### src/rtl/dpi_call_serializer_pkg.sv
// dpi_ser_pkg: shared FSM state type and saturating counter helper for the call serializer
package dpi_ser_pkg;

  typedef enum logic [1:0] {IDLE, ISSUE, WAIT, RESP} dpi_ser_state_e;

  function automatic logic [31:0] sat_inc(input logic [31:0] v, input int w);
    logic [31:0] max_v;
    max_v = (w >= 32) ? '1 : ((32'd1 << w) - 32'd1);
    return (v >= max_v) ? v : v + 32'd1;
  endfunction

endpackage

### src/rtl/dpi_call_serializer_if.sv
// dpi_call_serializer_if: requester, service and status signals of the call serializer
interface dpi_call_serializer_if #(
  parameter int NREQ  = 2,
  parameter int ARG_W = 32,
  parameter int RES_W = 32,
  parameter int CNT_W = 16
);
  localparam int SRC_W = $clog2(NREQ);

  logic [NREQ-1:0]       req_valid;
  logic [NREQ*ARG_W-1:0] req_arg;
  logic [NREQ-1:0]       req_ready;
  logic                  call_valid;
  logic [ARG_W-1:0]      call_arg;
  logic [SRC_W-1:0]      call_src;
  logic                  call_ready;
  logic                  done_valid;
  logic [RES_W-1:0]      done_result;
  logic [NREQ-1:0]       rsp_valid;
  logic [RES_W-1:0]      rsp_result;
  logic                  busy;
  logic [CNT_W-1:0]      completed;
  logic [CNT_W-1:0]      collisions;
  logic [CNT_W-1:0]      timeouts;

  modport slave (
    input  req_valid, req_arg, call_ready, done_valid, done_result,
    output req_ready, call_valid, call_arg, call_src, rsp_valid, rsp_result,
           busy, completed, collisions, timeouts
  );

  modport master (
    output req_valid, req_arg, call_ready, done_valid, done_result,
    input  req_ready, call_valid, call_arg, call_src, rsp_valid, rsp_result,
           busy, completed, collisions, timeouts
  );

endinterface

### src/rtl/dpi_call_serializer_rr_arbiter.sv
// rr_arbiter: combinational round-robin pick of the first request at or after ptr_i
module rr_arbiter #(
  parameter int NREQ  = 2,
  parameter int IDX_W = $clog2(NREQ)
) (
  input  logic [NREQ-1:0]  req_i,
  input  logic [IDX_W-1:0] ptr_i,
  output logic [NREQ-1:0]  gnt_o,
  output logic [IDX_W-1:0] idx_o,
  output logic             any_o
);
  logic             found;
  logic [IDX_W-1:0] j;

  assign any_o = |req_i;

  // scan positions ptr, ptr+1, ... modulo NREQ and keep the first active one
  always_comb begin
    gnt_o = '0;
    idx_o = '0;
    found = 1'b0;
    j     = '0;
    for (int k = 0; k < NREQ; k++) begin
      j = IDX_W'((int'(ptr_i) + k) % NREQ);
      if (!found && req_i[j]) begin
        found    = 1'b1;
        gnt_o[j] = 1'b1;
        idx_o    = j;
      end
    end
  end

endmodule

### src/rtl/dpi_call_serializer.sv
// dpi_call_serializer: funnels requester calls one at a time onto a non-reentrant service port
module dpi_call_serializer
  import dpi_ser_pkg::*;
#(
  parameter int NREQ    = 2,
  parameter int ARG_W   = 32,
  parameter int RES_W   = 32,
  parameter int CNT_W   = 16,
  parameter int TIMEOUT = 64
) (
  input logic clk,
  input logic rst_n,
  dpi_call_serializer_if.slave bus
);
  localparam int SRC_W = $clog2(NREQ);
  localparam int TMR_W = $clog2(TIMEOUT);

  dpi_ser_state_e   state_q, state_d;
  logic [SRC_W-1:0] rr_ptr_q, rr_ptr_d;
  logic [ARG_W-1:0] call_arg_q, call_arg_d;
  logic [SRC_W-1:0] call_src_q, call_src_d;
  logic [RES_W-1:0] rsp_result_q, rsp_result_d;
  logic [NREQ-1:0]  req_ready_q, req_ready_d;
  logic [NREQ-1:0]  rsp_valid_q, rsp_valid_d;
  logic             call_valid_q, call_valid_d;
  logic             busy_q, busy_d;
  logic [TMR_W-1:0] timer_q, timer_d;
  logic [CNT_W-1:0] completed_q, completed_d;
  logic [CNT_W-1:0] collisions_q, collisions_d;
  logic [CNT_W-1:0] timeouts_q, timeouts_d;
  logic [NREQ-1:0]  gnt;
  logic [SRC_W-1:0] gnt_idx;
  logic             gnt_any;
  logic             collide;

  rr_arbiter #(.NREQ(NREQ), .IDX_W(SRC_W)) u_arb (
    .req_i (bus.req_valid),
    .ptr_i (rr_ptr_q),
    .gnt_o (gnt),
    .idx_o (gnt_idx),
    .any_o (gnt_any)
  );

  // a completion outside WAIT or an accept outside ISSUE is a protocol violation
  assign collide = (bus.done_valid && state_q != WAIT) || (bus.call_ready && state_q != ISSUE);

  // state and every output register; reset abandons any call in flight
  always_ff @(posedge clk) begin
    if (!rst_n) begin
      state_q      <= IDLE;
      rr_ptr_q     <= '0;
      call_arg_q   <= '0;
      call_src_q   <= '0;
      rsp_result_q <= '0;
      req_ready_q  <= '0;
      rsp_valid_q  <= '0;
      call_valid_q <= 1'b0;
      busy_q       <= 1'b0;
      timer_q      <= '0;
      completed_q  <= '0;
      collisions_q <= '0;
      timeouts_q   <= '0;
    end else begin
      state_q      <= state_d;
      rr_ptr_q     <= rr_ptr_d;
      call_arg_q   <= call_arg_d;
      call_src_q   <= call_src_d;
      rsp_result_q <= rsp_result_d;
      req_ready_q  <= req_ready_d;
      rsp_valid_q  <= rsp_valid_d;
      call_valid_q <= call_valid_d;
      busy_q       <= busy_d;
      timer_q      <= timer_d;
      completed_q  <= completed_d;
      collisions_q <= collisions_d;
      timeouts_q   <= timeouts_d;
    end
  end

  // next state, counters, and outputs precomputed from the next state so they leave registered
  always_comb begin
    state_d      = state_q;
    rr_ptr_d     = rr_ptr_q;
    call_arg_d   = call_arg_q;
    call_src_d   = call_src_q;
    rsp_result_d = rsp_result_q;
    timer_d      = timer_q;
    completed_d  = completed_q;
    timeouts_d   = timeouts_q;
    collisions_d = collide ? CNT_W'(sat_inc(32'(collisions_q), CNT_W)) : collisions_q;
    case (state_q)
      IDLE: if (gnt_any) begin
        state_d    = ISSUE;
        rr_ptr_d   = (gnt_idx == SRC_W'(NREQ - 1)) ? '0 : gnt_idx + SRC_W'(1);
        call_arg_d = bus.req_arg[gnt_idx*ARG_W +: ARG_W];
        call_src_d = gnt_idx;
      end
      ISSUE: if (bus.call_ready) begin
        state_d = WAIT;
        timer_d = '0;
      end
      WAIT: if (bus.done_valid) begin
        state_d      = RESP;
        rsp_result_d = bus.done_result;
      end else if (timer_q == TMR_W'(TIMEOUT - 2)) begin
        state_d    = IDLE;
        timeouts_d = CNT_W'(sat_inc(32'(timeouts_q), CNT_W));
      end else begin
        timer_d = timer_q + TMR_W'(1);
      end
      RESP: begin
        state_d     = IDLE;
        completed_d = CNT_W'(sat_inc(32'(completed_q), CNT_W));
      end
      default: state_d = IDLE;
    endcase
    req_ready_d  = (state_q == IDLE) ? gnt : '0;
    call_valid_d = state_d == ISSUE;
    rsp_valid_d  = (state_d == RESP) ? (NREQ'(1) << call_src_q) : '0;
    busy_d       = state_d != IDLE;
  end

  assign bus.req_ready  = req_ready_q;
  assign bus.call_valid = call_valid_q;
  assign bus.call_arg   = call_arg_q;
  assign bus.call_src   = call_src_q;
  assign bus.rsp_valid  = rsp_valid_q;
  assign bus.rsp_result = rsp_result_q;
  assign bus.busy       = busy_q;
  assign bus.completed  = completed_q;
  assign bus.collisions = collisions_q;
  assign bus.timeouts   = timeouts_q;

endmodule

### src/flat_wrapper.sv
// flat-port wrapper written by rule: the top's interface ports become plain ports
module dpi_call_serializer_flat import dpi_ser_pkg::*;
#(
  parameter int NREQ    = 2,
  parameter int ARG_W   = 32,
  parameter int RES_W   = 32,
  parameter int CNT_W   = 16,
  parameter int TIMEOUT = 64
)
  (clk, rst_n, bus_req_valid, bus_req_arg, bus_call_ready, bus_done_valid, bus_done_result, bus_req_ready, bus_call_valid, bus_call_arg, bus_call_src, bus_rsp_valid, bus_rsp_result, bus_busy, bus_completed, bus_collisions, bus_timeouts);
  dpi_call_serializer_if #(.NREQ(NREQ), .ARG_W(ARG_W), .RES_W(RES_W), .CNT_W(CNT_W)) bus_i ();
  input logic clk;
  input logic rst_n;
  input wire logic [$bits(bus_i.req_valid)-1:0] bus_req_valid;
  input wire logic [$bits(bus_i.req_arg)-1:0] bus_req_arg;
  input wire logic [$bits(bus_i.call_ready)-1:0] bus_call_ready;
  input wire logic [$bits(bus_i.done_valid)-1:0] bus_done_valid;
  input wire logic [$bits(bus_i.done_result)-1:0] bus_done_result;
  output wire logic [$bits(bus_i.req_ready)-1:0] bus_req_ready;
  output wire logic [$bits(bus_i.call_valid)-1:0] bus_call_valid;
  output wire logic [$bits(bus_i.call_arg)-1:0] bus_call_arg;
  output wire logic [$bits(bus_i.call_src)-1:0] bus_call_src;
  output wire logic [$bits(bus_i.rsp_valid)-1:0] bus_rsp_valid;
  output wire logic [$bits(bus_i.rsp_result)-1:0] bus_rsp_result;
  output wire logic [$bits(bus_i.busy)-1:0] bus_busy;
  output wire logic [$bits(bus_i.completed)-1:0] bus_completed;
  output wire logic [$bits(bus_i.collisions)-1:0] bus_collisions;
  output wire logic [$bits(bus_i.timeouts)-1:0] bus_timeouts;
  assign bus_i.req_valid = bus_req_valid;
  assign bus_i.req_arg = bus_req_arg;
  assign bus_i.call_ready = bus_call_ready;
  assign bus_i.done_valid = bus_done_valid;
  assign bus_i.done_result = bus_done_result;
  assign bus_req_ready = bus_i.req_ready;
  assign bus_call_valid = bus_i.call_valid;
  assign bus_call_arg = bus_i.call_arg;
  assign bus_call_src = bus_i.call_src;
  assign bus_rsp_valid = bus_i.rsp_valid;
  assign bus_rsp_result = bus_i.rsp_result;
  assign bus_busy = bus_i.busy;
  assign bus_completed = bus_i.completed;
  assign bus_collisions = bus_i.collisions;
  assign bus_timeouts = bus_i.timeouts;
  dpi_call_serializer #(.NREQ(NREQ), .ARG_W(ARG_W), .RES_W(RES_W), .CNT_W(CNT_W), .TIMEOUT(TIMEOUT)) u_core (.clk(clk), .rst_n(rst_n), .bus(bus_i));
endmodule
### config.mk
export PLATFORM = sky130hd
export DESIGN_NAME = dpi_call_serializer_flat
export DESIGN_NICKNAME = d
export VERILOG_FILES = /design/src/rtl/dpi_call_serializer_pkg.sv /design/src/rtl/dpi_call_serializer_if.sv /design/src/rtl/dpi_call_serializer_rr_arbiter.sv /design/src/rtl/dpi_call_serializer.sv /design/src/flat_wrapper.sv
export SDC_FILE = /design/constraint.sdc
export NUM_CORES = 1
export LEC_CHECK = 0
export CELL_PAD_IN_SITES_DETAIL_PLACEMENT = 1
export CELL_PAD_IN_SITES_GLOBAL_PLACEMENT = 2
export CORE_ASPECT_RATIO = 0.75
export CORE_MARGIN = 4
export CORE_UTILIZATION = 24
export CTS_CLUSTER_SIZE = 16
export DETAILED_ROUTE_END_ITERATION = 6
export PLACE_DENSITY_LB_ADDON = 0.1
export SYNTH_ARGS = -nofsm -noshare
export SYNTH_HDL_FRONTEND = slang
export SYNTH_SLANG_ARGS = --single-unit
### constraint.sdc
create_clock -name clk -period 2.15 [get_ports clk]
set_input_delay 0.215 -clock clk [delete_from_list [all_inputs] [get_ports clk]]
set_output_delay 0.215 -clock clk [all_outputs]
set_load 0.005 [all_outputs]
==> key figures <==
Placement
  – Worst setup slack after placement: -0.108 ns
  – Buffers added on ports: 220
  – DP Cell Count: 1,112
  – Placed wire-length estimate: 14.6 mm
  – Routability congestion estimate: 0.759

Power
  – Combinational share of power: 0.124
  – P per Cell Area: 736 mW/mm²
  – Worst IR Drop VDD: 0.450 mV
  – Overall power consumption: 6260 µW
  – Clk network pwr share: 0.470
  – Part of the total power dissipated in sequential elements: 0.406
  – Cell-internal power: 4780 µW
  – Static leakage power: 0.00294 µW
  – Sw Share: 0.236
  – Switching pwr: 1480 µW

Synth
  – Cells after synthesis: 617
  – Leading cell types by count after synthesis: sky130_fd_sc_hd__dfxtp_1 (128), sky130_fd_sc_hd__nand2_1 (97), sky130_fd_sc_hd__nor2_1 (76)
  – Fraction of synthesized cell area taken by the top area cell type: 0.483
  – Post-synth ARST share: 0
  – Combined area of all synthesized cells: 0.00531 mm²
  – Count of flip-flops with a built-in enable after synthesis: 0
  – Synth Net Count: 724
  – Synth Flop Type: sky130_fd_sc_hd__dfxtp_1
  – Fraction of the yosys area taken by sequential cells: 0.483
  – Number of warnings reported in the yosys synthesis log: 0
  – Cell types with the largest area share after synthesis: sky130_fd_sc_hd__dfxtp_1 (48%), sky130_fd_sc_hd__nand2_1 (6.9%), sky130_fd_sc_hd__nor2_1 (5.4%)
  – Leading cell type by number of instances after synthesis: sky130_fd_sc_hd__dfxtp_1
  – Avg Cell Area, Syn: 8.60 µm²
  – Library cell occupying the most area in the post-synthesis netlist: sky130_fd_sc_hd__dfxtp_1
  – Yosys cell types: 50
  – #FFs+latches synth: 128

CTS
  – Post-CTS repair timing setup buffer count: 0
  – Buffer depth of the longest clock path: 2
  – H-tree lvl count: 4
  – Clock tree from TritonCTS: built
  – Number of clock sinks: 128
  – Clock buffers created by TritonCTS: 17
  – Buffer cell driving the clock tree root: sky130_fd_sc_hd__clkbuf_16
  – Clock input transition at the sequential cells of the worst setup and hold paths: 0.06 ns
  – Hold-fix buffers, CTS: 0
  – Cts repair resizes: 0
  – Worst-Skew Late Latency: 0.42 ns

Critical path
  – Startpoint Class: flop
  – Buf+Inv Stages, Crit Path: 0
  – Data required time at the worst endpoint: 2.45 ns
  – Top fanout value on the critical path: 9
  – Top cell family by delay on the critical path: simple AND/OR/NAND/NOR gates
  – Largest stage delay on the critical path: 0.57 ns
  – Kind of capture point of the worst setup path: flop
  – Library cell contributing the largest single delay on the critical path: sky130_fd_sc_hd__or4_4
  – Type of the worst setup path: reg -> reg
  – CP cell instances: or3b_1 -> nand4_1 -> or2_1 -> or4_4 -> mux2i_1
  – Data arrival time of the worst path: 2.20 ns

Routing
  – Initial drt markers: 388
  – Routed wire length on met3: 1.22 mm
  – Remaining antenna violation count: 0
  – Final routed DRC violation total: 0
  – Total Wirelength: 19.8 mm
  – Vias per std cell: 4.77
  – Vias after detailed routing: 5,451
  – Top routing layer in use: met4
  – Routed metal-1 wirelength: 9.24 mm
  – Average wire length per cell after detail routing: 17.4 µm
  – Met2 wirelength from detailed routing: 8.94 mm
  – Count of TritonRoute iterations in the first routing pass: 6

Die
  – Number of top-level pins: 221
  – Initial cell density of the core: 0.247
  – Site row count: 46
  – Die X-Extent: 180 µm
  – Core box area: 0.0215 mm²
  – Height of the die: 137 µm
  – Die ar.: 0.0246 mm²

Timing
  – Count of pins over their slew limit: 0
  – Max Clock Freq: 525 MHz
  – Final setup fails: 0
  – Headroom to the max-slew limit: 0.133
  – Min cycle time layout: 1.90 ns
  – Tightest Pin Transition: 1.30 ns
  – Setup clock skew after layout: 0.0101 ns
  – Post-layout worst setup margin: 0.245 ns
  – Unrepaired setup endpoints after global routing: false
  – Hold violation total from the final report: 0
  – Setup TNS: 0 ns
  – Final cycle utilization of the critical path: 0.886

Global route
  – Antenna violations before repair: 0
  – Remaining Overflow, GRT: 0
  – Number of global-route vias before repair: 5,882
  – First-pass GRT wire length: 31.4 mm
  – Total routing resource utilization after global routing: 0.158
  – Largest net degree at the start of global routing: 45

Worst hold path
  – Worst min-delay path category: in -> reg

Cells and area
  – Area added between synthesis and finish: 60.2%
  – NumNets Final: 950
  – Layout cell share with drive strength beyond 1: 0.0773
  – # diodes: 0
  – Fill cell instance count of the final layout: 2,490
  – Post-route insts no fill: 1,142
  – Final core occ: 0.396

Outcome
  – Result of the run: completed

Job
  – Number of max-cap violations: 0
[cell usage in the layout (no fill, tap or decap), types with 6 or more instances in the layout]
cell type,n
sky130_fd_sc_hd__dfxtp_1,128
sky130_fd_sc_hd__nor3_1,12
sky130_fd_sc_hd__clkdlybuf4s50_1,220
sky130_fd_sc_hd__o21ai_0,8
sky130_fd_sc_hd__nand2b_1,7
sky130_fd_sc_hd__nand3_1,25
sky130_fd_sc_hd__buf_4,23
sky130_fd_sc_hd__nand2_1,97
sky130_fd_sc_hd__nor2_1,75
sky130_fd_sc_hd__xnor2_1,24
sky130_fd_sc_hd__a222oi_1,28
sky130_fd_sc_hd__a21oi_1,49
sky130_fd_sc_hd__and2_1,7
sky130_fd_sc_hd__clkbuf_16,17
sky130_fd_sc_hd__mux2i_1,6
sky130_fd_sc_hd__nand4_1,10
sky130_fd_sc_hd__o211ai_1,6
sky130_fd_sc_hd__nor4_1,12
sky130_fd_sc_hd__and3_1,10
[area by class of cell]
type | instances | area [µm²] | share of cell area
multi-input cells | 446 | 2570 | 0.302
repair buffers | 244 | 2390 | 0.282
clock inverters | 11 | 140 | 0.0165
inverters | 6 | 23.8 | 0.00279
clock buffers | 19 | 453 | 0.0532
flip-flops and latches | 128 | 2560 | 0.301
well taps | 288 | 360 | 0.0424
[flip-flops by register name (all words and copies together) (netlist names), 2 cells and up]
signal	flops
u_core.bus.rsp_valid	2
u_core.bus.collisions	16
u_core.bus.call_arg	32
u_core.timer_q	6
u_core.bus.req_ready	2
u_core.bus.rsp_result	32
u_core.bus.completed	16
u_core.bus.timeouts	16
u_core.state_q	2
[power groups by stage]
stage / Clock [µW] / Sequential, µW / Combinational (µW)
2_1_floorplan: 0 / 2580 / 279
3_3_place_gp: 0 / 2590 / 765
3_5_place_dp: 0 / 2590 / 782
4_1_cts: 3050 / 2540 / 787
5_1_grt: 3150 / 2550 / 842
6_report: 2940 / 2540 / 774
[final timing paths]
check	from	end	slack (ns)	cells after the start
worst max-delay path	u_core.state_q[0]	u_core.bus.collisions[13]	0.25	5
worst max register to register	u_core.state_q[0]	u_core.bus.collisions[13]	0.25	5
worst min-delay path	bus_done_result[22]	u_core.bus.rsp_result[22]	0.35	3
worst min register to register	u_core.bus.rsp_result[21]	u_core.bus.rsp_result[21]	0.45	2
[worst min-delay path, cell delays in order]
cell	delay, ns
sky130_fd_sc_hd__clkdlybuf4s50_1	0.40
sky130_fd_sc_hd__nand2_1	0.06
sky130_fd_sc_hd__a21oi_1	0.05
[metrics by stage]
step / area, µm² / hold slack (ns)
after floorplan: 5310 / 0.314
after global placement: 7910 / 0.441
after detailed placement: 7910 / 0.447
after CTS: 8510 / 0.330
after global routing: 8510 / 0.353
final: 8510 / 0.353
[cell families after synthesis]
logic type                 Yosys count  synth area share
buffers and inverters               43            0.0346
adders and majority gates            5            0.0118
muxes                                6            0.0113
DFF                                128             0.483
xor gates and xnor gates            28            0.0462
and+or+nand+nor                    288             0.259
AOI/OAI and AO/OA                  119             0.155
[metal layers]
metal / vias up / GRT usage
li1: 2662 / -
met5: - / 0
met2: 169 / 0.253
met1: 2597 / 0.202
met3: 23 / 0.0531
met4: 0 / 0.0533
Power figures use the tool's default switching activity.
